`config.mk`:
```
export PLATFORM = sky130hd
export DESIGN_NAME = cp0_unit
export DESIGN_NICKNAME = d
export VERILOG_FILES = /design/src/rtl/cp0_unit.sv
export SDC_FILE = /design/constraint.sdc
export NUM_CORES = 1
export LEC_CHECK = 0
export ABC_AREA = 1
export CORE_ASPECT_RATIO = 1.1
export CORE_MARGIN = 5
export CORE_UTILIZATION = 46
export CTS_BUF_LIST = sky130_fd_sc_hd__clkbuf_8
export DETAILED_ROUTE_END_ITERATION = 12
export MAX_ROUTING_LAYER = met4
export PLACE_DENSITY_LB_ADDON = 0.25
export SETUP_SLACK_MARGIN = 0.4
export SKIP_CTS_REPAIR_TIMING = 1
export SYNTH_ARGS = -nofsm -noshare
export SYNTH_HDL_FRONTEND = slang
export SYNTH_SLANG_ARGS = --single-unit
```
`constraint.sdc`:
```
create_clock -name clk -period 4.3 [get_ports clk]
set_input_delay 0.43 -clock clk [delete_from_list [all_inputs] [get_ports clk]]
set_output_delay 0.43 -clock clk [all_outputs]
set_load 0.05 [all_outputs]
```
`src/rtl/cp0_unit.sv`:
```
// Coprocessor 0 for the 5-stage MIPS pipeline: SR/Cause/EPC state, the exception/interrupt
// request decision made in the M stage, mfc0 read data and the eret return target.
module cp0_unit #(
    parameter logic [4:0]  EXC_INT = 5'd0,
    parameter logic [31:0] HANDLER = 32'h0000_4180
) (
    input  logic        clk,
    input  logic        reset,
    input  logic [4:0]  A1,
    input  logic [4:0]  A2,
    input  logic [31:0] DIn,
    input  logic        WE,
    input  logic        EXLClr,
    input  logic [31:0] VPC,
    input  logic        BDIn,
    input  logic [4:0]  ExcCodeIn,
    input  logic [5:0]  HWInt,
    output logic        Req,
    output logic [31:0] EPCOut,
    output logic [31:0] DOut,
    output logic [31:0] HandlerPC
);
    localparam logic [4:0] REG_SR    = 5'd12;
    localparam logic [4:0] REG_CAUSE = 5'd13;
    localparam logic [4:0] REG_EPC   = 5'd14;

    // The EXL bit is the state of the two-state machine.
    typedef enum logic {ST_NORMAL = 1'b0, ST_HANDLER = 1'b1} state_t;

    state_t      r_state;
    logic [5:0]  r_im;
    logic        r_ie;
    logic        r_bd;
    logic [5:0]  r_ip;
    logic [4:0]  r_exccode;
    logic [31:0] r_epc;

    logic        w_exl;
    logic        w_int_req;
    logic        w_exc_req;
    logic [31:0] w_sr;
    logic [31:0] w_cause;

    assign w_exl     = (r_state == ST_HANDLER);
    assign w_int_req = (|(HWInt & r_im)) & r_ie & ~w_exl;
    assign w_exc_req = (ExcCodeIn != 5'd0) & ~w_exl;
    assign Req       = w_int_req | w_exc_req;

    assign w_sr    = {16'h0000, r_im, 8'h00, w_exl, r_ie};
    assign w_cause = {r_bd, 15'h0000, r_ip, 3'b000, r_exccode, 2'b00};

    assign EPCOut    = r_epc;
    assign HandlerPC = HANDLER;

    always_comb begin
        DOut = 32'h0000_0000;
        case (A1)
            REG_SR:    DOut = w_sr;
            REG_CAUSE: DOut = w_cause;
            REG_EPC:   DOut = r_epc;
            default:   DOut = 32'h0000_0000;
        endcase
    end

    always_ff @(posedge clk) begin
        if (reset) begin
            r_state   <= ST_NORMAL;
            r_im      <= 6'h00;
            r_ie      <= 1'b0;
            r_bd      <= 1'b0;
            r_ip      <= 6'h00;
            r_exccode <= 5'd0;
            r_epc     <= 32'h0000_0000;
        end else begin
            r_ip <= HWInt;
            if (Req) begin
                // Taking the request squashes any mtc0/eret in the same instruction slot.
                r_state   <= ST_HANDLER;
                r_exccode <= w_int_req ? EXC_INT : ExcCodeIn;
                r_bd      <= BDIn;
                r_epc     <= BDIn ? (VPC - 32'd4) : VPC;
            end else begin
                if (WE && (A2 == REG_SR)) begin
                    r_im    <= DIn[15:10];
                    r_ie    <= DIn[0];
                    r_state <= DIn[1] ? ST_HANDLER : ST_NORMAL;
                end
                if (WE && (A2 == REG_EPC)) begin
                    r_epc <= DIn;
                end
                // Placed last so eret beats a concurrent SR write for the EXL bit.
                if (EXLClr) begin
                    r_state <= ST_NORMAL;
                end
            end
        end
    end
endmodule

```
==> reports/summary.txt, run 1 <==
outcome - complete, no violations
Max clock buf depth - 2
crit-path max FO - 23
PortBufs - 154
commonest non-fill, non-tap cell in the layout - nand2_1
Critical Path RT - 3.87 ns
Fin. Hold Viols - 0
share of layout cells above drive strength 1 - 4.25%
Mapped Area - 0.00385 mm2
Power Density - 252 mW/mm2
Routed Antenna Nets - 0
Root Buffer - clkbuf_8
CP startpoint - A1[0]
Yosys reg bits - 52
row count - 35
yosys warns - 0
DP Worst Slack - 1.08 ns
P&R area growth vs syn - 39.6%
clock tree sinks - 52
# fillers - 782
worst hold start - r_exccode[3]$_SDFFE_PP0N_
cell family with most CP delay - buffers and inverters
Cell Area, Placed - 0.00528 mm2
Core Box Area - 0.00828 mm2
CTS tree - yes
CP Class - in2out
Detail Placement HPWL - 10200 um
post-synthesis sequential area ratio - 27.0%
sequential power share - 40.3%
H-tree Lvls - 2
gr ovfl total - 0
Detailed Routing Iterations Pass 1 - 5
Post-Syn Instances - 636
Setup crit start kind - input port
drt wl/cell - 14.5 um
Final Setup Violations - 0
fin crit period - 3.19 ns
Worst R2R Start - r_im[0]$_SDFFE_PP0P_
total track usage - 24.9%
fmax - 313 MHz
vias - 4431
first-pass GRT wire length - 20900 um
clock latency on the worst-skew pair - 0.31 ns
period utilization - 74.2%
ANT cells - 0
Hold WC Path Type - reg2reg
final worst slack - 1.11 ns
largest stage delay on the critical path - 0.72 ns
number of global-route vias before repair - 4269
RSZ-0062 raised after global routing - false
Fin Clk Skew - 0.0139 ns
Die Width - 97.3 um
Starting Density - 46.5%
Buf/Inv on CP - 4
Net Switching - 538 uW
Synth top area share - 27.0%
Power Total - 1350 uW
cell taking the most area after synthesis - dfxtp_1
cell area after layout - 0.00538 mm2
Vias per Instance - 4.99
RD Place Congestion - 0.949
combinational share of power - 37.6%
synth unique cells - 43
initial antenna violation count - 0
setup_tns - 0 ns
Multi-input gate area - 0.00225 mm2
worst-margin pin slew - 0.690 ns
wirelength, routed - 12900 um
die height - 106 um
Iter 0 DRT Violations - 177
CP dominant cell by count - clkdlybuf4s50_1
final max-slew violation count - 0
Ports - 187
register clock-pin slew on the reported worst setup and hold paths - 0.11 ns
Pint - 815 uW
largest net degree at the start of global routing - 49
CP max-delay cell - clkdlybuf4s50_1
CP Data Arrival Time - 2.76 ns
Clock power frac - 22.1%
Static Leakage - 0.00227 uW
ranking of synthesized cells by area - dfxtp_1 27%, nand2_1 17%, nor2_1 10%
maxcap violations - 0
Die ar. - 0.0103 mm2
TritonCTS buffer count - 5
sequential cell area - 0.00104 mm2
CP endpoint kind - primary output
Net Sw Frac - 39.8%
cells along the critical path - clkdlybuf4s50_1, nor2_1, nand3_1, buf_4, clkinv_1, nand2_1, o21ai_0, clkdlybuf4s50_1
most frequent cells in the layout - 175 x nand2_1, 154 x clkdlybuf4s50_1, 104 x nor2_1
final-stage net count - 867
maximum VDD drop - 0.142 mV
relative slew slack - 54.0%
Residual DRC - 0
Mean Syn Cell Area - 6.06 um2
## stage by stage
| step | utilization (%) | hold WS, ns | instances |
|---|---|---|---|
| floorplan | - | 0.440 | 666 |
| global placement | 63.8 | 0.454 | 880 |
| detailed placement | 63.8 | 0.461 | 880 |
| CTS | 65.0 | 0.477 | 888 |
| global route | 65.0 | 0.495 | 888 |
| finish | 65.0 | 0.475 | 888 |
## worst register-to-register path, cell delays in order (launching register included)
cell     delay (ns)
dfxtp_1        0.38
nand2_1        0.06
nand2_1        0.06
nor2_1         0.04
nand2_1        0.09
nand3_2        0.13
nand2_4        0.50
inv_2          0.46
o21ai_0        0.43
nor2_1         0.06
## logic make-up after synthesis
| group | Yosys count | synth area share (%) |
|---|---|---|
| AND/OR/NAND/NOR | 349 | 38.8 |
| buffers and inverters | 130 | 17.5 |
| AO/OA/AOI/OAI | 88 | 13.0 |
| flip-flops | 52 | 27.0 |
| XOR/XNOR | 14 | 3.18 |
| other | 2 | 0.195 |
| adder cells (fa/ha/maj) | 1 | 0.325 |
## cell usage after synthesis
master / n
and3b_1: 1
dfxtp_1: 52
clkinv_1: 1
nand3b_1: 1
buf_8: 2
o21ai_1: 11
nor3b_1: 2
a21o_1: 1
buf_6: 3
and2_1: 2
a211oi_1: 1
nand2_4: 1
xnor2_1: 4
buf_4: 35
inv_1: 73
nor3_1: 5
a22oi_1: 1
nor2_1: 104
o21ai_2: 2
a31oi_1: 8
o22ai_1: 1
or2_2: 1
o21bai_1: 1
nor2_8: 1
a211oi_2: 2
ha_1: 1
buf_2: 7
nor3_4: 1
nand3_1: 32
xor2_1: 10
o221ai_1: 2
inv_2: 2
nand4_1: 12
nand3_2: 2
o21ai_0: 28
nor2_2: 5
nand2_1: 175
clkbuf_1: 7
conb_1: 2
nand2_2: 1
o31ai_2: 1
a21oi_1: 29
nor2_4: 3
## metal layers
metal  GRT usage, %  up-vias  part of all wire [%]
met2           42.1      192                    49
met5              -        -                     0
met4           7.02        0                   1.7
li1               -     2220                     -
met1           31.2     2000                    43
met3           3.48       19                   6.6
## power by group through the flow
stage / registers, uW / logic [uW] / clock network (uW)
floorplan: 647 / 249 / 0
global placement: 554 / 501 / 0
detailed placement: 556 / 506 / 0
CTS: 544 / 509 / 308
global route: 549 / 544 / 330
finish: 545 / 509 / 300
## cell type report
type	count	area share (%)
clock buffers	5	1.28
inverters	76	5.31
flip-flops and latches	52	19.4
well taps	111	2.58
repair buffers	157	29.1
clock inverters	3	0.512
multi-input cells	484	41.9
## path summary, 6_finish.rpt
path,endpoint,slack [ns],cells past startpoint
hold reg to reg,r_exccode[3]$_SDFFE_PP0N_,0.47,2
setup reg to reg,EPCOut[15]$_SDFFE_PP0P_,1.98,9
hold / removal,r_exccode[3]$_SDFFE_PP0N_,0.47,2
setup / recovery,DOut[2],1.11,8
## registers in the layout, indices dropped and copies added, names as in the netlist
signal and count:
EPCOut 32, r_bd 1, r_ip 6, r_state 1, r_exccode 5, r_ie 1
r_im 6
(Power assumes the default switching activity.)
==> run 2, diff against run 1 <==
Settings changed: CORE_UTILIZATION 46 to 38.
Clock period 4.3 ns to 2.8 ns, I/O delays scaled along.
==> reports/summary.txt, run 2 (synthesis results as in run 1) <==
reg-to-reg endpoint - EPCOut[27]$_SDFFE_PP0P_
RD Place Congestion - 0.918 (-3.3%)
gr ovfl total - 0 (unchanged)
drt wl/cell - 15.0 um (+3.7%)
Static Leakage - 0.00241 uW (+6.3%)
Detail Placement HPWL - 11000 um (+7.9%)
final-stage net count - 870 (+0.35%)
Hold Crit Depth - 2 (unchanged)
RSZ-0062 raised after global routing - true
Detailed Routing Iterations Pass 1 - 4 (-1)
CP Class - in2out
share of layout cells above drive strength 1 - 9.23% (+5.0 points)
Critical Path Stages - 6 (-2)
total track usage - 22.2% (-2.7 points)
cell family with most CP delay - buffers and inverters
most frequent cells in the layout - 175 x nand2_1, 121 x clkdlybuf4s50_1, 103 x nor2_1
reg2reg path depth - 10 (+1)
number of global-route vias before repair - 4190 (-1.9%)
Worst R2R Start - r_im[3]$_SDFFE_PP0P_
worst hold start - r_exccode[3]$_SDFFE_PP0N_
Core Box Area - 0.00989 mm2 (+19%)
# fillers - 968 (+24%)
CP max-delay cell - clkdlybuf4s50_1
PortBufs - 154 (unchanged)
Ports - 187 (unchanged)
wirelength, routed - 13500 um (+5.1%)
maxcap violations - 0 (unchanged)
commonest non-fill, non-tap cell in the layout - nand2_1
period utilization - 81.7%
Buf/Inv on CP - 3 (-1)
crit-path max FO - 19 (-17%)
outcome - complete, no violations
Largest register FFs - 32 (unchanged)
Starting Density - 39.0% (-7.6 points)
Die ar. - 0.0123 mm2 (+19%)
cells along the critical path - clkdlybuf4s50_1, nor2_1, nand3_2, buf_4, o221ai_1, buf_12
Iter 0 DRT Violations - 272 (+54%)
vias - 4402 (-0.65%)
CTS tree - yes
CP endpoint kind - primary output
Power Density - 374 mW/mm2 (+49%)
H-tree Lvls - 2 (unchanged)
row count - 38 (+8.6%)
ANT cells - 0 (unchanged)
Residual DRC - 0 (unchanged)
Max clock buf depth - 2 (unchanged)
Fin. Hold Viols - 0 (unchanged)
Root Buffer - clkbuf_8
final max-slew violation count - 0 (unchanged)
relative slew slack - 53.7% (-0.27 points)
fin util - 56.9% (-8.1 points)
worst-margin pin slew - 0.694 ns (+0.00401 ns)
largest net degree at the start of global routing - 34 (-31%)
setup_tns - 0 ns (unchanged)
Die Width - 106 um (+9.0%)
Setup crit start kind - input port
clock latency on the worst-skew pair - 0.32 ns (about the same)
Final Setup Violations - 0 (unchanged)
hold endpoint - r_exccode[3]$_SDFFE_PP0N_
fin crit period - 2.29 ns
Power Total - 2100 uW (+55%)
clock tree sinks - 52 (unchanged)
Critical Path RT - 2.52 ns (-1.35 ns)
Routed Antenna Nets - 0 (unchanged)
die height - 116 um (+9.1%)
register clock-pin slew on the reported worst setup and hold paths - 0.10 ns (about the same)
first-pass GRT wire length - 21300 um (+1.7%)
reg2reg setup slack - 1.03 ns (-0.95 ns)
TritonCTS buffer count - 5 (unchanged)
P&R area growth vs syn - 46.1%
CP Data Arrival Time - 2.01 ns (-0.75 ns)
Hold WC Path Type - reg2reg
largest stage delay on the critical path - 0.54 ns (-0.18 ns)
fmax - 437 MHz
Vias per Instance - 4.89 (-2.0%)
maximum VDD drop - 0.198 mV (+39%)
initial antenna violation count - 0 (unchanged)
Fin Clk Skew - 0.00887 ns (-0.00506 ns)
[run 2: layout make-up]
type	instances	area, um2	share of cell area [%]
Clock inverter	3	27.5	0.489
Inverter	76	289	5.14
Timing Repair Buffer	160	1790	31.8
Clock buffer	5	68.8	1.22
Tap cell	120	150	2.67
Sequential cell	52	1040	18.5
Multi-Input combinational cell	484	2260	40.1
[run 2: tightest hold or removal path, stage by stage, from the launching register on]
cell and delay [ns]:
dfxtp_1 0.33, nand2_1 0.06, a21oi_1 0.05
[run 2: how the worst max path moves through the flow]
| stage | start | endpoint |
|---|---|---|
| floorplan | A1[3] | DOut[2] |
| global placement | A1[3] | DOut[1] |
| detailed placement | A1[2] | DOut[1] |
| CTS | A1[2] | DOut[1] |
| global route | A1[3] | DOut[1] |
| finish | A1[0] | DOut[10] |
[run 2: per-stage QoR]
stage	instance area, um2	hold slack [ns]	setup slack (ns)	cells
after floorplan	3970	0.387	0.613	666
after global placement	5520	0.458	0.534	892
after detailed placement	5520	0.465	0.422	892
after CTS	5620	0.482	0.413	900
after global routing	5630	0.508	0.376	900
final	5630	0.483	0.512	900
[run 2: per-layer routing]
layer	global-route usage, %	vias to the layer above	routed length, um
met5	-	-	0
met4	5.09	0	166
met3	3.18	15	890
met2	39.6	166	6780
met1	26.7	1996	5700
li1	-	2225	-
[run 2: power by group]
part           switching [uW]  leakage, uW  internal (uW)
clock network             284    0.0000463            184
logic                     514      0.00193            282
registers                42.3     0.000431            797
total                     841      0.00241           1260
